## config.mk

```make
export PLATFORM = sky130hd
export DESIGN_NAME = exec_monitor
export DESIGN_NICKNAME = d
export VERILOG_FILES = /design/src/rtl/exec_monitor.sv
export SDC_FILE = /design/constraint.sdc
export NUM_CORES = 1
export LEC_CHECK = 0
export ABC_AREA = 1
export BUFFER_PORTS_ARGS = -buffer_cell sky130_fd_sc_hd__buf_2
export CORE_ASPECT_RATIO = 0.5
export CORE_MARGIN = 1
export CORE_UTILIZATION = 50
export DETAILED_ROUTE_END_ITERATION = 16
export GPL_TIMING_DRIVEN = 0
export PLACE_DENSITY_LB_ADDON = 0.2
export SLEW_MARGIN = 10
export SYNTH_ARGS = -nofsm -noshare
export SYNTH_HDL_FRONTEND = slang
export SYNTH_SLANG_ARGS = --single-unit
```

## constraint.sdc

```tcl
create_clock -name clk -period 3.95 [get_ports clk]
set_input_delay 0.1975 -clock clk [delete_from_list [all_inputs] [get_ports clk]]
set_output_delay 0.1975 -clock clk [all_outputs]
set_load 0.02 [all_outputs]
```

## src/rtl/exec_monitor.sv

```systemverilog
// exec_monitor: observer for the FCFS task scheduler.
// Samples task_out/empty each cycle while monitoring. Consecutive cycles with
// the same task ID are merged into one execution segment. Each closed segment
// is pushed as {id, start cycle, run length} into a small record FIFO, which is
// read out through a valid/ready handshake. Busy and idle cycle counts are kept
// for throughput and utilisation checks.
//
// Ports:
//   clk, rst     clock, synchronous active-high reset
//   st           start pulse (same pulse that starts the scheduler)
//   empty        scheduler empty flag
//   task_out     scheduled task ID this cycle, or IDLE_ID
//   rec_valid    record available at FIFO head
//   rec_ready    consumer accepts the head record
//   rec_id       head record task ID
//   rec_start    head record first-cycle index
//   rec_len      head record length in cycles (saturating)
//   overflow     sticky: a record was dropped because the FIFO was full
//   busy_cnt     monitored cycles with a task scheduled (saturating)
//   idle_cnt     monitored cycles with no task scheduled (saturating)
//   drained      monitoring, scheduler empty, no open segment, FIFO empty
module exec_monitor #(
  parameter int unsigned TW      = 16,
  parameter int unsigned LW      = 8,
  parameter int unsigned DEPTH   = 4,
  parameter logic [15:0] IDLE_ID = 16'hFFFF
) (
  input  logic          clk,
  input  logic          rst,
  input  logic          st,
  input  logic          empty,
  input  logic [15:0]   task_out,
  output logic          rec_valid,
  input  logic          rec_ready,
  output logic [15:0]   rec_id,
  output logic [TW-1:0] rec_start,
  output logic [LW-1:0] rec_len,
  output logic          overflow,
  output logic [TW-1:0] busy_cnt,
  output logic [TW-1:0] idle_cnt,
  output logic          drained
);

  localparam int unsigned AW = (DEPTH > 1) ? $clog2(DEPTH) : 1;
  localparam logic [AW:0] FULL_CNT = (AW+1)'(DEPTH);

  typedef enum logic {S_INIT, S_MON} state_t;

  state_t        state;
  logic [TW-1:0] cyc;

  // Open segment
  logic          cur_valid;
  logic [15:0]   cur_id;
  logic [TW-1:0] cur_start;
  logic [LW-1:0] cur_len;

  // Record FIFO storage
  logic [15:0]   mem_id    [DEPTH];
  logic [TW-1:0] mem_start [DEPTH];
  logic [LW-1:0] mem_len   [DEPTH];
  logic [AW-1:0] wr_ptr;
  logic [AW-1:0] rd_ptr;
  logic [AW:0]   count;

  logic mon;
  logic is_idle;
  logic same_id;
  logic seg_close;
  logic seg_open;
  logic fifo_empty;
  logic fifo_full;
  logic pop;
  logic push;

  always_comb begin
    mon        = (state == S_MON);
    is_idle    = (task_out == IDLE_ID);
    same_id    = cur_valid && (task_out == cur_id);
    seg_close  = mon && cur_valid && !same_id;
    seg_open   = mon && !is_idle && !same_id;
    fifo_empty = (count == '0);
    fifo_full  = (count == FULL_CNT);
    pop        = !fifo_empty && rec_ready;
    // A same-cycle pop frees the slot a push into a full FIFO needs.
    push       = seg_close && (!fifo_full || pop);
  end

  always_comb begin
    rec_valid = !fifo_empty;
    rec_id    = '0;
    rec_start = '0;
    rec_len   = '0;
    // Head is gated so stale storage is never visible while the FIFO is empty.
    if (!fifo_empty) begin
      rec_id    = mem_id[rd_ptr];
      rec_start = mem_start[rd_ptr];
      rec_len   = mem_len[rd_ptr];
    end
    drained = mon && empty && !cur_valid && fifo_empty;
  end

  // Control, counters, segment tracking and FIFO pointers
  always_ff @(posedge clk) begin
    if (rst) begin
      state     <= S_INIT;
      cyc       <= '0;
      busy_cnt  <= '0;
      idle_cnt  <= '0;
      overflow  <= 1'b0;
      cur_valid <= 1'b0;
      cur_id    <= '0;
      cur_start <= '0;
      cur_len   <= '0;
      wr_ptr    <= '0;
      rd_ptr    <= '0;
      count     <= '0;
    end else begin
      case (state)
        S_INIT: if (st) state <= S_MON;
        S_MON: begin
          cyc <= cyc + TW'(1);
          if (is_idle) begin
            if (idle_cnt != '1) idle_cnt <= idle_cnt + TW'(1);
          end else begin
            if (busy_cnt != '1) busy_cnt <= busy_cnt + TW'(1);
          end

          if (is_idle) begin
            cur_valid <= 1'b0;
          end else if (seg_open) begin
            cur_valid <= 1'b1;
            cur_id    <= task_out;
            cur_start <= cyc;
            cur_len   <= LW'(1);
          end else if (cur_len != '1) begin
            cur_len <= cur_len + LW'(1);
          end

          if (seg_close && !push) overflow <= 1'b1;
        end
        default: state <= S_INIT;
      endcase

      if (push) wr_ptr <= wr_ptr + AW'(1);
      if (pop)  rd_ptr <= rd_ptr + AW'(1);
      case ({push, pop})
        2'b10:   count <= count + (AW+1)'(1);
        2'b01:   count <= count - (AW+1)'(1);
        default: count <= count;
      endcase
    end
  end

  // Storage needs no reset: the head is only exposed while count is non-zero.
  always_ff @(posedge clk) begin
    if (!rst && push) begin
      mem_id[wr_ptr]    <= cur_id;
      mem_start[wr_ptr] <= cur_start;
      mem_len[wr_ptr]   <= cur_len;
    end
  end

endmodule

```

### Yosys cells after proc, flatten, opt, wreduce, memory -nomap -nowiden

Memory sizes are Yosys's and may differ from the RTL's. A register that Yosys moved wholly into a read port is not among the register bits.
Cells that the tools add are included.

* bits in registers: 98
* memory bits (writable): 160
* bits of input ports: 21
* output and inout port bits: 75
* memories kept: 3

* $add $sub $neg: 8
* equality and inequality tests: 8
* muxes and demuxes: 18
* bitwise operators: 1
* reduce and logical (&&, ||, !) cells: 30

Memory list
* mem_id: depth 4, bits a word 16, rd ports 1, clocked after memory_dff 1, write ports 1, line 59 `logic [15:0] mem_id [DEPTH];`
* mem_start: depth 4, bits a word 16, rd ports 1, clocked after memory_dff 1, write ports 1, line 60 `logic [TW-1:0] mem_start [DEPTH];`
* mem_len: depth 4, bits a word 8, rd ports 1, clocked after memory_dff 1, write ports 1, line 61 `logic [LW-1:0] mem_len [DEPTH];`

Operator list (count)
* $add 16x1->16 const B: 3
* $mux 16: 2
* $ne 16x16->1 const B: 2
* $mux 8: 3
* $eq 16x16->1: 1
* $eq 16x16->1 const B: 1
* $logic_and 1x1->1: 12
* $mux 2: 6
* $reduce_and 3->1: 4
* $add 8x1->8 const B: 1
* $ne 8x8->1 const B: 1
* $logic_not 1->1: 7
* $mux 1: 6
* $pmux 3 s2: 1
* $reduce_bool 2->1: 3
* $add 2x1->2 const B: 2
* $reduce_and 2->1: 2
* $add 3x1->3 const B: 1
* $eq 3x3->1 const B: 1
* $logic_not 3->1: 1
* $sub 3x1->3 const B: 1
* $eq 2x1->1 const B: 1
* $eq 2x2->1 const B: 1
* $logic_or 1x1->1: 1
* $not 1->1: 1

### Longest topological paths before layout

Gate-level depths: netlist (run 1).

* depth in word-level cells: 8
* mapped depth: 16

### Least setup slack after synthesis (run 1)

Ideal clock, no wire load.

* kind: register to register
* start point: register cur_id[13]
* end point: memory mem_id[0][0] (enable)
* library setup time: 0.437 ns
* arrival time: 2.858 ns
* required time: 3.513 ns
* setup slack: 0.655 ns
* cell stages (with the launch flop): 10
* buffers on the path: 0
* clock period less this slack: 3.295 ns
* cell sequence: dfxtp_1 -> inv_1 -> or2_2 -> nand3_1 -> nor2_1 -> nand3_2 -> nand2_1 -> inv_1 -> nand3_1 -> nor2_1

* word-level cells in the longest chain between the ends: 8

Ends and longest elaborated chain
* start: declaration: line 54 `logic [15:0] cur_id;`
* start signal: assignment: line 133 `cur_id <= task_out;`
* $eq 16x16->1: line 79 `same_id = cur_valid && (task_out == cur_id);`
* $logic_and 1x1->1: line 79
* $logic_not 1->1: line 80 `seg_close = mon && cur_valid && !same_id;`
* $logic_and 1x1->1: line 80
* $logic_and 1x1->1: line 86 `push = seg_close && (!fifo_full || pop);`
* $logic_and 1x1->1: line 157 `if (!rst && push) begin`
* $mux 1: line 157
* $mux 1 (not written as such): line 158 `mem_id[wr_ptr] <= cur_id;`
* end: declaration: line 59

Every way passes these cells.

### Worst setup path in the final report (run 1)

* start point: register cur_id[13]
* end point: memory mem_start[2][15] (enable)

* word-level cells in the longest chain between the ends: 8

Ends and longest elaborated chain
* $eq 16x16->1: line 79
* $logic_and 1x1->1: line 79
* $logic_not 1->1: line 80
* $logic_and 1x1->1: line 80
* $logic_and 1x1->1: line 86
* $logic_and 1x1->1: line 157
* $mux 1: line 157
* $mux 1 (not written as such): line 159 `mem_start[wr_ptr] <= cur_start;`
* end: declaration: line 60

Every way passes these cells.

==> results.txt, run 1 <==
Switching share of total power = 32.7%
Worst stage delay on the critical path = 770 ps
Int Power = 4.55 mW
N_diodes = 0
Number of synthesized flops with an enable pin = 160
GRT Util Overall = 24.0%
Post-Syn Area = 0.0110 sq mm
Pleak = 4.76 nW
Startpoint types = flip-flop
DRC violations left = 0
Synth area leader = edfxtp_1
Final ANT Viol Nets = 0
Top cells by count, synth = 234 x nor2_1, 160 x edfxtp_1, 125 x nand2_1
Reg clk slew, reported paths = 70 ps
Slew Viols, Final = 0
Vias = 8484
Status = finished, final reports clean
Power density over the cells = 533 mW/mm^2
Switching power = 2.21 mW
Routability cong. = 0.884
Row cnt = 37
Largest family of logic cells by synthesized area = simple AND/OR/NAND/NOR gates
Routed wire length = 26.6 mm
H-tree Lvls = 1
Core box area = 0.0210 sq mm
Fmax = 350 MHz
Ys flop type = edfxtp_1
Power share of the combinational group = 24.0%
Worst path arrival time = 3080 ps
CTS-repair resized insts = 0
Port bufs = 94
Layout cells sized above 1 = 13.6%
Most frequent cell after synthesis = nor2_1
Avg WL per Cell = 16.8 um
Synth top area cells = edfxtp_1 44%, dfxtp_1 18%, nor2_1 8.0%, a21oi_1 5.4%, o21ai_0 5.2%
Register-to-register path setup slack = 1090 ps
DR iter-0 viols = 623
Max Cap Viol = 0
Initial antenna violation count = 0
Global-route wire length before repair = 41.9 mm
Sequential power share = 44.5%
Fin crit share = 72.4%
Final setup fails = 0
Hold/Removal Path Class = in -> reg
Critical Path RT = 4170 ps
Hold-fix buffers, CTS = 5
Post-detail-place hpwl = 18.2 mm
CTS tree = built
GRT Residual Overflow = 0
CP delay by family, top = simple AND/OR/NAND/NOR gates
IO Count = 96
Die area = 0.0226 sq mm
Die width = 211 um
Buf/Inv on CP = 3
Finished Layout Cells = 1585
Post-Synth Adder-Cell Area = 1.09%
Max stage delay cell, worst path = nor2_4
FF+latch count, synth = 260
Clock sink total = 260
Slew headroom = 45.4%
Root Buffer = clkbuf_16
Multiplexer share of the synthesized area = 0%
Unique cell type count in the Yosys netlist = 36
Syn Inst Count = 1148
Setup TNS = 0 ps
Mapped Avg Cell Area = 9.56 sq um
XOR/XNOR share of the synthesized area = 1.84%
Area fraction of the dominant cell type after synthesis = 43.8%
Skew final = 18.2 ps
Crit-path max FO = 23
First-pass detailed-route iteration total = 8
Syn nets = 1178
Yosys warning count = 0
Initial core utilization = 52.2%
Drt via density = 5.35
Crit-path cells = inv_1, or2_2, nand3_1, nor2_1, nand3_2, nand2_1, inv_1, nand3_1, nor2_4, buf_16
CTS buffer count = 23
Unrepaired setup endpoints after global routing = false
Async set or reset register ratio after synthesis = 0%
CTS Buffer Depth = 3
Slew @ Worst Pin = 816 ps
Clock latency on the worst-skew pair = 520 ps
Placed Cells = 1538
Synth-to-layout area growth = 15.7%
Largest net degree at the start of global routing = 25
Worst IR Drop VDD = 0.251 mV
Post CTS Setup Buffer Count = 0
Final count of hold timing violations = 0
Final min period = 2860 ps
Worst Setup End Kind = flip-flop
Clock network power share = 31.5%
Simple-gate share of the synthesized area = 17.6%
Vias in the first global route = 7921
Synth Area in Compound Gates = 12.0%
Die height = 107 um
Total Nets Final = 1306
Sequential fraction of the synthesis area = 62.0%
Kind of critical path = reg -> reg
==> final timing paths <==
path	start	end	depth (start not counted)
hold reg to reg	overflow	overflow	1
hold / removal	task_out[12]	cur_id[12]	3
setup / recovery	cur_id[13]	mem_start[2][15]	10
setup reg to reg	cur_id[13]	mem_start[2][15]	10
==> area by class of cell <==
| class | count | area, sq um |
|---|---|---|
| Clock buffer | 32 | 651 |
| Multi-Input combinational cell | 747 | 3590 |
| Tap cell | 292 | 365 |
| Buffer | 54 | 273 |
| Sequential cell | 260 | 6810 |
| Clock inverter | 10 | 56.3 |
| Fill cell | 1788 | 8330 |
| Inverter | 87 | 327 |
| Timing Repair Buffer | 103 | 616 |
==> cells in the final DEF, fill, tap and decap left out, types with 3 or more instances in the layout <==
cell	instances
nand3b_1	4
ha_1	8
nand4_1	15
buf_6	3
buf_12	4
a21oi_1	118
nor3_1	19
clkinv_2	8
xnor2_1	8
nand2_2	3
dlygate4sd3_1	5
o21ai_0	115
inv_1	80
inv_2	7
buf_2	100
nand2_1	125
dfxtp_1	100
nor4_1	4
edfxtp_1	160
nor2_1	230
nor2_2	5
xor2_1	15
clkbuf_1	45
o21ai_1	21
nand3_1	34
o21a_1	4
nor2_4	7
clkbuf_16	24
==> sequential cells by signal, indices dropped and copies added (netlist names), 2 cells and up, named ones only <==
register,count
mem_id,64
mem_start,64
mem_len,32
busy_cnt,16
cur_id,16
cur_start,16
cyc,16
idle_cnt,16
cur_len,8
count,3
rd_ptr,2
wr_ptr,2
==> logic make-up after synthesis <==
logic type      count (synthesis)
simple gates                  455
xor+xnor                       23
buf+inv                       141
compound gates                260
flops                         260
fa+ha+maj                       9
==> metal layers <==
| metal | vias up | share of wire (%) | GRT usage [%] |
|---|---|---|---|
| li1 | 4141 | - | - |
| met1 | 4004 | 46 | 34.3 |
| met2 | 300 | 45 | 37.6 |
| met3 | 39 | 7.5 | 4.28 |
| met4 | 0 | 1.8 | 6.63 |
| met5 | - | 0 | 0 |
==> per-stage QoR <==
step | setup slack, ps | total power, mW | instance area (sq um) | hold slack (ps) | util, %
after floorplan | 655 | 4.08 | 11000 | 313 | -
after global placement | -1050 | 4.65 | 11800 | 403 | 56.2
after detailed placement | 1040 | 4.69 | 11900 | 407 | 56.8
after CTS | 1030 | 6.81 | 12700 | 1.95 | 60.4
after global routing | 876 | 7.06 | 12700 | 18.8 | 60.4
final | 1090 | 6.76 | 12700 | 22.1 | 60.4
==> power groups by stage <==
stage / logic [mW] / registers (mW) / clock network, mW
final: 1.62 / 3.01 / 2.13
after CTS: 1.63 / 3.01 / 2.17
after detailed placement: 1.62 / 3.07 / 0
after floorplan: 1.02 / 3.05 / 0
after global routing: 1.77 / 3.02 / 2.27
after global placement: 1.59 / 3.07 / 0
==> worst register-to-register path, delay by kind of cell (launching register included) <==
kind	cells	cell delay, ps
and+or+nand+nor	7	1730
buffers and inverters	3	420
DFF	1	410
(Power assumes the default switching activity.)
==> run 2, diff against run 1 <==
ABC_AREA = 0   (was 1)
clock period = 2.31 ns   (was 3.95 ns; I/O delays follow)
==> results.txt, run 2 <==
Clock sink total = 260 (unchanged)
Pleak = 4.74 nW (was 4.76 nW)
Final ANT Viol Nets = 0 (unchanged)
CTS buffer count = 23 (unchanged)
Fmax = 436 MHz (was 350 MHz)
Vias in the first global route = 6496 (was 7921)
Layout Cell Area excl Fill = 0.0128 sq mm (was 0.0127 sq mm)
Global-route wire length before repair = 36.6 mm (was 41.9 mm)
Slew Viols, Final = 0 (unchanged)
FF+latch count, synth = 260 (unchanged)
Root Buffer = clkbuf_16 (unchanged)
Slew headroom = 47.6% (was 45.4%)
DRC violations left = 0 (unchanged)
IO Count = 96 (unchanged)
Final count of hold timing violations = 0 (unchanged)
Worst Hold Path EP = count[2] (was cur_id[12])
Register-to-register path setup slack = 20 ps (was 1090 ps)
Max stage delay cell, worst path = and2_4 (was nor2_4)
Routed wire length = 24.0 mm (was 26.6 mm)
Mapped Avg Cell Area = 13.8 sq um (was 9.56 sq um)
Fin crit share = 99.2% (was 72.4%)
Worst stage delay on the critical path = 440 ps (was 770 ps)
Largest regs = mem_id (64), mem_start (64), mem_len (32) (unchanged)
Startpoint types = flip-flop (unchanged)
Placed Cells = 1134 (was 1538)
Skew final = 25.1 ps (was 18.2 ps)
Finished Layout Cells = 1217 (was 1585)
GRT Residual Overflow = 0 (unchanged)
Final min period = 2290 ps (was 2860 ps)
Most frequent cells in the layout = 160 x edfxtp_1, 98 x buf_2, 92 x nor2_1 (was 230 x nor2_1, 160 x edfxtp_1, 125 x nand2_1)
Slew @ Worst Pin = 783 ps (was 816 ps)
Sequential fraction of the synthesis area = 64.0% (was 62.0%)
Power density over the cells = 801 mW/mm^2 (was 533 mW/mm^2)
Syn nets = 798 (was 1178)
Die area = 0.0219 sq mm (was 0.0226 sq mm)
Buf/Inv on CP = 0 (was 3)
Status = finished, final reports clean (unchanged)
Sequential cell area = 0.00685 sq mm (was 0.00681 sq mm)
Unrepaired setup endpoints after global routing = true (was false)
Worst IR Drop VDD = 0.462 mV (was 0.251 mV)
GRT Util Overall = 22.0% (was 24.0%)
Unique cell type count in the Yosys netlist = 46 (was 36)
Final Power = 10.2 mW (was 6.76 mW)
DR iter-0 viols = 512 (was 623)
Max Cap Viol = 0 (unchanged)
Async set or reset register ratio after synthesis = 0% (unchanged)
Clock latency on the worst-skew pair = 520 ps (about the same)
Placed cell area = 0.0114 sq mm (was 0.0119 sq mm)
Worst Setup End Kind = flip-flop (unchanged)
Initial antenna violation count = 0 (unchanged)
Worst path arrival time = 2470 ps (was 3080 ps)
Die height = 105 um (was 107 um)
Avg WL per Cell = 19.7 um (was 16.8 um)
CTS Buffer Depth = 3 (unchanged)
CTS tree = built (unchanged)
Synth-to-layout area growth = 20.3% (was 15.7%)
Syn Inst Count = 768 (was 1148)
Yosys warning count = 0 (unchanged)
Min Hold Slack = 117 ps (was 22.1 ps)
Reg clk slew, reported paths = 70 ps (about the same)
Worst r2r dst = mem_id[2][2] (was mem_start[2][15])
Multi-input gate area = 0.00379 sq mm (was 0.00359 sq mm)
Row cnt = 37 (unchanged)
Fillers = 1600 (was 1788)
Drt via density = 5.59 (was 5.35)
Place WS = -644 ps (was 1040 ps)
Area fraction of the dominant cell type after synthesis = 45.2% (was 43.8%)
FF-to-FF path depth = 6 (was 10)
First-pass detailed-route iteration total = 5 (was 8)
Ys flop type = edfxtp_1 (unchanged)
Number of synthesized flops with an enable pin = 160 (unchanged)
Most frequent cell after synthesis = edfxtp_1 (was nor2_1)
Initial core utilization = 51.4% (was 52.2%)
Synth top area cells = edfxtp_1 45%, dfxtp_1 19%, mux4_2 8.5%, mux2i_1 3.6%, xor2_1 3.4% (was edfxtp_1 44%, dfxtp_1 18%, nor2_1 8.0%, a21oi_1 5.4%, o21ai_0 5.2%)
Largest net degree at the start of global routing = 21 (was 25)
Port bufs = 93 (was 94)
Worst reg2reg startpoint = cur_id[0] (was cur_id[13])
Top cells by count, synth = 160 x edfxtp_1, 100 x dfxtp_1, 93 x nor2_1 (was 234 x nor2_1, 160 x edfxtp_1, 125 x nand2_1)
Final Worst Setup Slack = 19.0 ps (was 1090 ps)
Kind of critical path = reg -> reg (unchanged)
Critical Path RT = 2490 ps (was 4170 ps)
Crit-path max FO = 20 (was 23)
Setup TNS = 0 ps (unchanged)
Vias = 6798 (was 8484)
Crit-path cells = xor2_2, nor4_2, and3_4, a21oi_4, and3_2, and2_4 (was inv_1, or2_2, nand3_1, nor2_1, nand3_2, nand2_1, inv_1, nand3_1, nor2_4, buf_16)
Hold/Removal Path Class = in -> reg (unchanged)
Total Nets Final = 957 (was 1306)
CP delay by family, top = simple AND/OR/NAND/NOR gates (unchanged)
Worst Hold Path Cells = 3 (unchanged)
Post-Route Utilization = 61.8% (was 60.4%)
Post-Syn Area = 0.0106 sq mm (was 0.0110 sq mm)
N_diodes = 0 (unchanged)
Routability cong. = 0.786 (was 0.884)
H-tree Lvls = 1 (unchanged)
HP Start = rst (was task_out[12])
Layout cells sized above 1 = 27.3% (was 13.6%)
Commonest non-fill, non-tap cell in the layout = edfxtp_1 (was nor2_1)
Synth area leader = edfxtp_1 (unchanged)
Core box area = 0.0207 sq mm (was 0.0210 sq mm)
Die width = 208 um (was 211 um)
Final setup fails = 0 (unchanged)
Post-detail-place hpwl = 14.2 mm (was 18.2 mm)
run 2: worst reg2reg max path, cell delays in order, from the launching register on:
cell and delay, ps:
dfxtp_4 370, xor2_2 170, nor4_2 80, and3_4 210
a21oi_4 240, and3_2 430, and2_4 450
run 2: kinds of logic (layout without fill, tap and decap cells):
logic type      after synthesis  count (layout)  synth area share, %
compound gates               38              38                 2.37
fa+ha+maj                     9               9                 1.13
simple gates                280             288                 13.6
xor+xnor                     59              59                 4.86
flops                       260             260                 64.0
buf+inv                      43             211                 1.87
mux                          79              79                 12.2
run 2: worst max path at each step:
stage / from / endpoint / slack (ps) / cells past startpoint
2_1_floorplan: count[0] / count[2] / 30 / 9
3_3_place_gp: cur_id[0] / mem_id[3][2] / -620 / 6
3_5_place_dp: cur_id[0] / mem_id[3][0] / -640 / 6
4_1_cts: flip-flop / rec_start[6] / -60 / 5
5_1_grt: cur_id[0] / count[2] / -50 / 9
6_report: cur_id[0] / mem_id[2][2] / 20 / 6
run 2: repair_timing:
item / CTS / global route
setup endpoints to repair: 204 / 167
hold buffers: 17 / 0
pin swaps: 7 / 13
buffers inserted: 5 / 13
resized for setup: 43 / 31
endpoints found under the hold margin: 17 / 0
cloned: 7 / 2
run 2: final cells by class:
cell class,count,share of cell area [%]
Clock buffer,31,5.14
Timing Repair Buffer,127,5.95
Sequential cell,260,53.6
Clock inverter,11,1.09
Tap cell,273,2.67
Multi-Input combinational cell,473,29.7
Inverter,8,0.235
Buffer,34,1.63
run 2: layer usage:
layer  part of all wire [%]  wire length (um)  vias to the layer above  GRT usage, %
met5                      0                 0                        -             0
met3                    6.7              1620                       25          3.31
met1                     46             11200                     3402          32.5
met4                    1.1               255                        0          3.49
li1                       -                 -                     3150             -
met2                     46             11000                      221          35.1
run 2: where the power goes:
part           switching (mW)  leakage, nW  internal, mW
combinational           0.677         2.01         0.515
sequential             0.0702         2.34          4.95
clock                    1.68        0.390          2.34
==> run 3, diff against run 2 <==
MAX_ROUTING_LAYER = met4   (was not set)
==> results.txt, run 3 (same netlist as run 2, synthesis figures left out) <==
DRC violations left = 0 (unchanged)
Total Nets Final = 956 (was 957)
Worst IR Drop VDD = 0.461 mV (was 0.462 mV)
CTS tree = built (unchanged)
Hold/Removal Path Class = in -> reg (unchanged)
Largest regs = mem_id (64), mem_start (64), mem_len (32) (unchanged)
CTS buffer count = 23 (unchanged)
Post-detail-place hpwl = 14.2 mm (unchanged)
Placed cell area = 0.0114 sq mm (unchanged)
Final count of hold timing violations = 0 (unchanged)
Port bufs = 93 (unchanged)
Unrepaired setup endpoints after global routing = true (unchanged)
CP delay by family, top = simple AND/OR/NAND/NOR gates (unchanged)
Post-Route Utilization = 61.7% (was 61.8%)
Core box area = 0.0207 sq mm (unchanged)
Row cnt = 37 (unchanged)
Commonest non-fill, non-tap cell in the layout = edfxtp_1 (unchanged)
Routed wire length = 23.8 mm (was 24.0 mm)
Final Power = 10.2 mW (about the same)
Kind of critical path = reg -> reg (unchanged)
Crit-path cells = clkbuf_8, or3_1, buf_6, nand2_8, nor2_4, fa_2, and3_1, mux2i_1, mux2_1 (was xor2_2, nor4_2, and3_4, a21oi_4, and3_2, and2_4)
Final min period = 2280 ps (was 2290 ps)
Status = finished, final reports clean (unchanged)
CTS Buffer Depth = 3 (unchanged)
Initial core utilization = 51.4% (unchanged)
Worst reg2reg startpoint = count[0] (was cur_id[0])
Layout Cell Area excl Fill = 0.0128 sq mm (about the same)
Initial antenna violation count = 0 (unchanged)
Final ANT Viol Nets = 0 (unchanged)
Worst Setup SP = count[0] (was cur_id[0])
First-pass detailed-route iteration total = 5 (unchanged)
IO Count = 96 (unchanged)
Most frequent cells in the layout = 160 x edfxtp_1, 98 x buf_2, 92 x nor2_1 (unchanged)
Slew headroom = 48.4% (was 47.6%)
Pleak = 4.74 nW (about the same)
Buf/Inv on CP = 2 (was 0)
Vias in the first global route = 6497 (was 6496)
N_diodes = 0 (unchanged)
Power density over the cells = 800 mW/mm^2 (was 801 mW/mm^2)
Clock sink total = 260 (unchanged)
H-tree Lvls = 1 (unchanged)
DR iter-0 viols = 426 (was 512)
Slew Viols, Final = 0 (unchanged)
Setup TNS = 0 ps (unchanged)
Min Hold Slack = 106 ps (was 117 ps)
Worst Setup End Kind = flip-flop (unchanged)
GRT Residual Overflow = 0 (unchanged)
Skew final = 24.1 ps (was 25.1 ps)
Max stage delay cell, worst path = fa_2 (was and2_4)
Root Buffer = clkbuf_16 (unchanged)
Routability cong. = 0.796 (was 0.786)
Die height = 105 um (unchanged)
Final setup fails = 0 (unchanged)
Die width = 208 um (unchanged)
Largest net degree at the start of global routing = 21 (unchanged)
Crit-path max FO = 7 (was 20)
Worst path arrival time = 2660 ps (was 2470 ps)
Startpoint types = flip-flop (unchanged)
Global-route wire length before repair = 36.6 mm (about the same)
Worst Hold Path Cells = 3 (unchanged)
Max Cap Viol = 0 (unchanged)
Die area = 0.0219 sq mm (unchanged)
Synth-to-layout area growth = 20.2% (was 20.3%)
Critical Path RT = 2700 ps (was 2490 ps)
Reg clk slew, reported paths = 70 ps (about the same)
Critical Path Stages = 9 (was 6)
GRT Util Overall = 22.7% (was 22.0%)
Vias = 6759 (was 6798)
Avg WL per Cell = 19.6 um (was 19.7 um)
Drt via density = 5.56 (was 5.59)
FF-to-FF path depth = 9 (was 6)
Layout cells sized above 1 = 27.3% (about the same)
Worst stage delay on the critical path = 380 ps (was 440 ps)
Fin crit share = 98.5% (was 99.2%)
Slew @ Worst Pin = 775 ps (was 783 ps)
HP Start = rst (unchanged)
Fillers = 1600 (unchanged)
Clock latency on the worst-skew pair = 520 ps (about the same)
Fmax = 439 MHz (was 436 MHz)
## run 3: through the flow
stage | std cells | worst slack [ps]
floorplan | 768 | 31.2
detailed placement | 1134 | -644
global route | 1216 | -33.1
global placement | 1134 | -618
CTS | 1205 | -56.7
finish | 1216 | 34.5
## run 3: metal layers
metal  track usage, %  wire [um]  share of wire, %  up-vias
met1             32.7      10900                46     3372
met3             3.31       1650               6.9       29
met2             35.0      10900                46      209
met5                -          0                 0        -
li1                 -          -                 -     3149
met4             3.49        306               1.3        0
## run 3: power breakdown
part           switching, mW  internal, mW
registers             0.0703          4.95
clock network           1.67          2.34
logic                  0.671         0.514
## run 3: worst paths after layout
kind / end / slack [ps]
hold reg to reg: mem_id[0][8] / 490
hold / removal: count[2] / 110
setup reg to reg: count[2] / 30
setup / recovery: count[2] / 30
## run 3: worst reg2reg max path: stages, from the launching register on
cell and delay [ps]:
dfxtp_4 350, clkbuf_8 150, or3_1 360, buf_6 160
nand2_8 80, nor2_4 50, fa_2 380, and3_1 150
mux2i_1 150, mux2_1 330
## run 3: area by class of cell
cell class                 count  area [sq um]  share of cell area, %
clock buffer                  31           657                   5.14
clock inverter                11           139                   1.09
inverter                       8          30.0                  0.235
tap                          273           342                   2.67
multi-input combinational    472          3780                   29.6
timing repair buffer         127           761                   5.95
sequential                   260          6850                   53.6
buffer                        34           209                   1.64
## run 3: what timing repair did
action	4_1_cts	5_1_grt
setup endpoints to repair	204	167
resized for setup	43	29
hold buffers	17	0
setup buffers	5	13
gates cloned	7	1
pin swaps	7	10
hold endpoints to repair	17	0
